==> config.mk <==
export PLATFORM = sky130hd
export DESIGN_NAME = multicycle_control_fsm
export DESIGN_NICKNAME = d
export VERILOG_FILES = /design/src/rtl/multicycle_control_fsm.sv
export SDC_FILE = /design/constraint.sdc
export NUM_CORES = 1
export LEC_CHECK = 0
export CAP_MARGIN = 10
export CORE_UTILIZATION = 56
export CTS_BUF_LIST = sky130_fd_sc_hd__clkbuf_8
export DETAILED_ROUTE_END_ITERATION = 8
export PLACE_DENSITY_LB_ADDON = 0.08
export SLEW_MARGIN = 20
export SYNTH_ARGS = -nofsm -noshare
export SYNTH_HDL_FRONTEND = slang
export SYNTH_SLANG_ARGS = --single-unit
==> constraint.sdc <==
create_clock -name clk -period 4.33 [get_ports clk]
set_input_delay 0.6495 -clock clk [delete_from_list [all_inputs] [get_ports clk]]
set_output_delay 0.6495 -clock clk [all_outputs]
set_load 0.01 [all_outputs]
==> src/rtl/multicycle_control_fsm.sv <==
// ---------------------------------------------------------------------------
// multicycle_control_fsm
//   Moore control sequencer for the multicycle RV64 subset core
//   (R-type, I-type ALU, ld, sd, beq). A shared instruction/data memory
//   completes each access with a mem_ready handshake. The sequencer also
//   traps on illegal opcodes and memory timeouts, and it counts retired
//   instructions.
//
//   The datapath enables and mux selects are registered from the next-state
//   decode, so each one is valid during the same cycle as its state. Two
//   kinds of gating are then applied combinationally:
//     - PCWrite and IRWrite follow mem_ready while in FETCH.
//     - While reset is low, every write enable and MemRead is forced to 0.
//
// Ports
//   clk          clock; every state change happens on the rising edge
//   reset        synchronous reset, active low
//   opcode       IR[6:0]; stable from DECODE onward
//   mem_ready    the current memory read or write completes this cycle
//   PCWrite .. ALUOp   datapath enables and mux selects
//   state        current state encoding, for debug
//   trap         sticky fault flag
//   trap_cause   00 none, 01 illegal opcode, 10 memory timeout
//   retired      count of completed instructions (wraps)
//
//   state  | meaning
//   FETCH  | read instruction at PC, PC <= PC+4 on ready
//   DECODE | classify opcode, ALUOut <= PC + (imm<<1)
//   MEMADR | ALUOut <= rs1 + imm
//   MEMRD  | read data memory at ALUOut
//   MEMWB  | rd <= memory data
//   MEMWR  | write data memory at ALUOut
//   EXEC   | ALU operation on rs1 and rs2/imm
//   ALUWB  | rd <= ALUOut
//   BRANCH | compare rs1, rs2; PC <= ALUOut if equal
//   TRAP   | halted until reset
// ---------------------------------------------------------------------------
module multicycle_control_fsm #(
  parameter int CNT_W   = 32,
  parameter int TIMEOUT = 16
) (
  input  logic             clk,
  input  logic             reset,
  input  logic [6:0]       opcode,
  input  logic             mem_ready,
  output logic             PCWrite,
  output logic             PCWriteCond,
  output logic             PCSource,
  output logic             IorD,
  output logic             MemRead,
  output logic             MemWrite,
  output logic             IRWrite,
  output logic             MemtoReg,
  output logic             RegWrite,
  output logic             ALUSrcA,
  output logic [1:0]       ALUSrcB,
  output logic [1:0]       ALUOp,
  output logic [3:0]       state,
  output logic             trap,
  output logic [1:0]       trap_cause,
  output logic [CNT_W-1:0] retired
);

  typedef enum logic [3:0] {
    S_FETCH  = 4'd0,
    S_DECODE = 4'd1,
    S_MEMADR = 4'd2,
    S_MEMRD  = 4'd3,
    S_MEMWB  = 4'd4,
    S_MEMWR  = 4'd5,
    S_EXEC   = 4'd6,
    S_ALUWB  = 4'd7,
    S_BRANCH = 4'd8,
    S_TRAP   = 4'd9
  } state_t;

  localparam logic [6:0] OP_LD  = 7'b0000011;
  localparam logic [6:0] OP_SD  = 7'b0100011;
  localparam logic [6:0] OP_R   = 7'b0110011;
  localparam logic [6:0] OP_I   = 7'b0010011;
  localparam logic [6:0] OP_BEQ = 7'b1100011;

  localparam logic [1:0] CAUSE_ILLEGAL = 2'b01;
  localparam logic [1:0] CAUSE_TIMEOUT = 2'b10;

  // The timeout counter only has to reach TIMEOUT-1.
  localparam int            TW      = (TIMEOUT > 1) ? $clog2(TIMEOUT) : 1;
  localparam logic [TW-1:0] TO_LAST = TW'(TIMEOUT - 1);

  typedef struct packed {
    logic       fetch;
    logic       pc_write_cond;
    logic       pc_source;
    logic       iord;
    logic       mem_read;
    logic       mem_write;
    logic       mem_to_reg;
    logic       reg_write;
    logic       alu_src_a;
    logic [1:0] alu_src_b;
    logic [1:0] alu_op;
  } ctrl_t;

  state_t           state_q, state_nxt;
  ctrl_t            ctrl_q;
  logic [1:0]       cause_nxt;
  logic [1:0]       cause_q;
  logic             trap_q;
  logic [TW-1:0]    to_cnt;
  logic [CNT_W-1:0] retired_q;
  logic             retire_evt;

  // Moore output table: any field not set for a state stays 0.
  function automatic ctrl_t decode_ctrl(input state_t s, input logic [6:0] op);
    ctrl_t c;
    c = '0;
    case (s)
      S_FETCH: begin
        c.fetch     = 1'b1;
        c.mem_read  = 1'b1;
        c.alu_src_b = 2'b01;
      end
      S_DECODE: begin
        c.alu_src_b = 2'b11;
      end
      S_MEMADR: begin
        c.alu_src_a = 1'b1;
        c.alu_src_b = 2'b10;
      end
      S_MEMRD: begin
        c.mem_read = 1'b1;
        c.iord     = 1'b1;
      end
      S_MEMWB: begin
        c.reg_write  = 1'b1;
        c.mem_to_reg = 1'b1;
      end
      S_MEMWR: begin
        c.mem_write = 1'b1;
        c.iord      = 1'b1;
      end
      S_EXEC: begin
        c.alu_src_a = 1'b1;
        c.alu_op    = 2'b10;
        c.alu_src_b = (op == OP_I) ? 2'b10 : 2'b00;
      end
      S_ALUWB: begin
        c.reg_write = 1'b1;
      end
      S_BRANCH: begin
        c.alu_src_a     = 1'b1;
        c.alu_op        = 2'b01;
        c.pc_write_cond = 1'b1;
        c.pc_source     = 1'b1;
      end
      default: c = '0;
    endcase
    return c;
  endfunction

  // A wait state traps only when the counter is at its last value and the
  // memory is still not ready; mem_ready in that same cycle wins.
  always_comb begin
    state_nxt = state_q;
    cause_nxt = 2'b00;
    case (state_q)
      S_FETCH: begin
        if (mem_ready) begin
          state_nxt = S_DECODE;
        end else if (to_cnt == TO_LAST) begin
          state_nxt = S_TRAP;
          cause_nxt = CAUSE_TIMEOUT;
        end
      end
      S_DECODE: begin
        if (opcode == OP_LD || opcode == OP_SD) begin
          state_nxt = S_MEMADR;
        end else if (opcode == OP_R || opcode == OP_I) begin
          state_nxt = S_EXEC;
        end else if (opcode == OP_BEQ) begin
          state_nxt = S_BRANCH;
        end else begin
          state_nxt = S_TRAP;
          cause_nxt = CAUSE_ILLEGAL;
        end
      end
      S_MEMADR: state_nxt = (opcode == OP_LD) ? S_MEMRD : S_MEMWR;
      S_MEMRD: begin
        if (mem_ready) begin
          state_nxt = S_MEMWB;
        end else if (to_cnt == TO_LAST) begin
          state_nxt = S_TRAP;
          cause_nxt = CAUSE_TIMEOUT;
        end
      end
      S_MEMWB: state_nxt = S_FETCH;
      S_MEMWR: begin
        if (mem_ready) begin
          state_nxt = S_FETCH;
        end else if (to_cnt == TO_LAST) begin
          state_nxt = S_TRAP;
          cause_nxt = CAUSE_TIMEOUT;
        end
      end
      S_EXEC:   state_nxt = S_ALUWB;
      S_ALUWB:  state_nxt = S_FETCH;
      S_BRANCH: state_nxt = S_FETCH;
      S_TRAP:   state_nxt = S_TRAP;
      default:  state_nxt = S_FETCH;
    endcase
  end

  assign retire_evt = (state_q == S_MEMWB) || (state_q == S_ALUWB) ||
                      (state_q == S_BRANCH) ||
                      ((state_q == S_MEMWR) && mem_ready);

  always_ff @(posedge clk) begin
    if (!reset) begin
      state_q   <= S_FETCH;
      ctrl_q    <= decode_ctrl(S_FETCH, opcode);
      cause_q   <= 2'b00;
      trap_q    <= 1'b0;
      to_cnt    <= '0;
      retired_q <= '0;
    end else begin
      state_q <= state_nxt;
      ctrl_q  <= decode_ctrl(state_nxt, opcode);

      // The counter restarts on every state change and advances only while
      // the memory is stalling, so it measures the current wait alone.
      if (state_nxt != state_q) begin
        to_cnt <= '0;
      end else if (!mem_ready) begin
        to_cnt <= to_cnt + TW'(1);
      end

      if (state_q != S_TRAP && state_nxt == S_TRAP) begin
        cause_q <= cause_nxt;
        trap_q  <= 1'b1;
      end

      if (retire_evt) begin
        retired_q <= retired_q + CNT_W'(1);
      end
    end
  end

  assign PCWrite     = reset & ctrl_q.fetch & mem_ready;
  assign IRWrite     = reset & ctrl_q.fetch & mem_ready;
  assign PCWriteCond = reset & ctrl_q.pc_write_cond;
  assign MemRead     = reset & ctrl_q.mem_read;
  assign MemWrite    = reset & ctrl_q.mem_write;
  assign RegWrite    = reset & ctrl_q.reg_write;
  assign PCSource    = ctrl_q.pc_source;
  assign IorD        = ctrl_q.iord;
  assign MemtoReg    = ctrl_q.mem_to_reg;
  assign ALUSrcA     = ctrl_q.alu_src_a;
  assign ALUSrcB     = ctrl_q.alu_src_b;
  assign ALUOp       = ctrl_q.alu_op;
  assign state       = state_q;
  assign trap        = trap_q;
  assign trap_cause  = cause_q;
  assign retired     = retired_q;

endmodule

==> results.md <==
* Status: finished, final reports clean
* Worst-Skew Late Latency at approximately 310 ps
* Syn Nets at 340
* I/O pins at 63
* Data required time of the worst path at approximately 4600 ps
* Slew Viols, Final at 0
* Hold Crit Class: flop to flop
* Global-route wire length before repair at 10.6 mm
* Crit path max-delay family: simple AND/OR/NAND/NOR gates
* Clk sinks at between 50 and 60
* Synth top area cells: dfxtp_1, a21oi_1, xor2_1, o31ai_1, or4_1
* Leak at roughly 1.1 nW
* Gr ovfl total at 0
* Largest net degree at the start of global routing at 27
* Area of the multi-input gates at between 1500 and 2000 µm²
* Core Region at 4750 µm²
* Die height at ~73 µm
* Filler cell count at a little under 400
* Layout cells sized above 1 at under 10%
* Vias/cell at 6.05
* RSZ-0062 raised after global routing: false
* Critical-path cell list: nand2b_1 -> nor2_1 -> o211ai_2 -> or4_1 -> a21oi_1
* Vias in the first global route at about 2300
* Final TNS setup at 0 ps
* Placer congestion estimate at between 0.8 and 0.9
* Synthesized area at ~2800 µm²
* Setup crit end kind: flop
* Drt pass-1 iters at 4
* Via Count at ~2700
* DRC at 0
* Num CTS Buffers at 5
* Syn_area_per_cell at between 8 and 9 µm²
* Yosys warning count at 0
* Clk pin slew, worst setup/hold paths at 100 ps
* Most frequent cell after synthesis: dfxtp_1
* Yosys reg bits at 54
* Synth async-reset ratio at 0%
* FP Rows at 25
* Post-synth cell types at 56
* Final Hold Viols at 0
* DR WL met3 at around 370 µm
* Post-DRT Antenna Nets at 0
* Postcts setup bufs at 0
* Commonest cells in the netlist: dfxtp_1, a21oi_1, nor2_1
* All-layer global routing usage at between 20% and 30%
* I/O Buffers at 62
* Die X at 72.6 µm
* Worst-margin pin slew at between 900 and 1000 ps
* Main synth FF type: dfxtp_1
* Die area at about 5300 µm²
* M1 wire length at 2.95 mm
* Slowest-stage cell, CP: dfxtp_1
* Max Used Layer: met4
* Maximum vdd drop at 0.153 mV
* Root buf cell: clkbuf_8
* Critical Path Source Type: flop
* Post-DP HPWL at roughly 4.3 mm
* CTS HTree Levels at 2
* Synth-to-layout area growth at 24.5%
* CP max stage delay at 800 ps
* Worst EP arrival at between 3000 and 4000 ps
* Met2 wire length at approximately 3.1 mm
* CTS resizes at 0
* Cells after synthesis at 328
* Sequential element share of the synthesized area at between 30 and 40%
* Tcrit/Tclk final at 69.8%
* Setup Viol. Count Final at 0
* Overall routed net length at 6.45 mm
* Critical path peak fanout at 26
* Util after Layout at 73.1%
* Achievable Freq at ~330 MHz
* WL per Instance at ~15 µm
* CTS tree: yes
* Cell Pwr Density at roughly 260 nW/µm²
* Longest Clk Path Bufs at 2
* CTS Hold Buffers Added at 0
* EDFF count, synth at 0
* CP bufs+invs at 0
* Total of max-cap violations at 0
* Min Tclk post-route at about 3000 ps
* DRT iter0 DRCs at ~230
* # diodes at 0
* Dominant cell type by area after synthesis: dfxtp_1
* Nets at ~390
* Max-slew headroom at between 30 and 40%
* Sequential cell area at between 1000 and 1500 µm²
* CP Class: flop to flop
* Worst-case clock skew at 6.93 ps
* Initial antenna violation count at 0
* Starting density of the core at slightly below 60%
* Synth top area share at 38.7%
## worst min-delay path: stages (launching register included)
cell and delay [ps]:
dfxtp_1 320, inv_1 50, a21oi_1 50
## sequential cells by signal (all words and copies together), names as in the netlist
name        cells
to_cnt          4
ALUSrcB         2
trap            1
retired        32
state           4
ctrl_q          4
ALUSrcA         1
MemtoReg        1
IorD            1
trap_cause      2
ALUOp           2
## cell families after synthesis
family | count (synthesis) | share of synthesized area (%)
multiplexers | 1 | 0.359
AND/OR/NAND/NOR | 116 | 24.0
flip-flops | 54 | 38.7
XOR/XNOR | 15 | 4.71
adder cells (fa/ha/maj) | 2 | 0.897
AO/OA/AOI/OAI | 102 | 25.1
buffers and inverters | 38 | 6.23
## layer usage
| layer | track usage [%] | up-vias |
|---|---|---|
| li1 | - | 1318 |
| met1 | 33.4 | 1262 |
| met2 | 42.4 | 81 |
| met3 | 4.28 | 6 |
| met4 | 5.23 | 0 |
| met5 | 0 | - |
## cell type report
type,count,area share (%)
Sequential cell,54,31.1
Tap cell,67,2.41
Multi-Input combinational cell,236,44.2
Clock inverter,3,0.720
Timing Repair Buffer,64,18.3
Clock buffer,5,1.98
Inverter,12,1.30
## layout by cell type (no fill, tap or decap), types with 3 or more instances in the layout
cell type | netlist | layout
clkdlybuf4s50_1 | 0 | 62
dfxtp_1 | 54 | 54
a21oi_1 | 27 | 27
nor2_1 | 23 | 23
o21ai_0 | 18 | 18
nand2_1 | 16 | 16
o31ai_1 | 15 | 15
or4_1 | 15 | 15
xor2_1 | 13 | 13
inv_1 | 12 | 12
and3_1 | 8 | 8
or3_1 | 8 | 8
nor3_1 | 7 | 7
and2_1 | 6 | 6
a211oi_1 | 6 | 6
nand4_1 | 6 | 6
nor2b_1 | 5 | 5
o211ai_1 | 5 | 5
clkbuf_8 | 0 | 5
nand3_1 | 4 | 4
o21a_1 | 4 | 4
o2111ai_1 | 4 | 4
nand2b_1 | 3 | 3
nor4_1 | 3 | 3
## per-stage QoR
| stage | hold WS [ps] | std cells | area, µm² | power (W) | worst slack, ps |
|---|---|---|---|---|---|
| floorplan | 470 | 328 | 2790 | 0.000599 | 2210 |
| global placement | 435 | 433 | 3380 | 0.000636 | 1210 |
| detailed placement | 446 | 433 | 3380 | 0.000639 | 1140 |
| CTS | 460 | 441 | 3470 | 0.000929 | 1380 |
| global route | 489 | 441 | 3470 | 0.000957 | 1060 |
| finish | 456 | 441 | 3470 | 0.000919 | 1310 |
## power by group
| part | switching (W) | internal [W] |
|---|---|---|
| clock network | 0.000173 | 0.000117 |
| registers | 0.0000151 | 0.000508 |
| logic | 0.0000562 | 0.0000495 |
## path summary, 6_finish.rpt
kind,start,end,slack [ps],cells past startpoint
worst min register to register,trap$_SDFFE_PN0P_,trap$_SDFFE_PN0P_,460,2
worst min-delay path,trap$_SDFFE_PN0P_,trap$_SDFFE_PN0P_,460,2
worst max-delay path,state[3]$_SDFF_PN0_,retired[22]$_SDFFE_PN0P_,1310,5
worst max register to register,state[3]$_SDFF_PN0_,retired[22]$_SDFFE_PN0P_,1310,5
No activity file was read; power rests on OpenSTA's default activity.
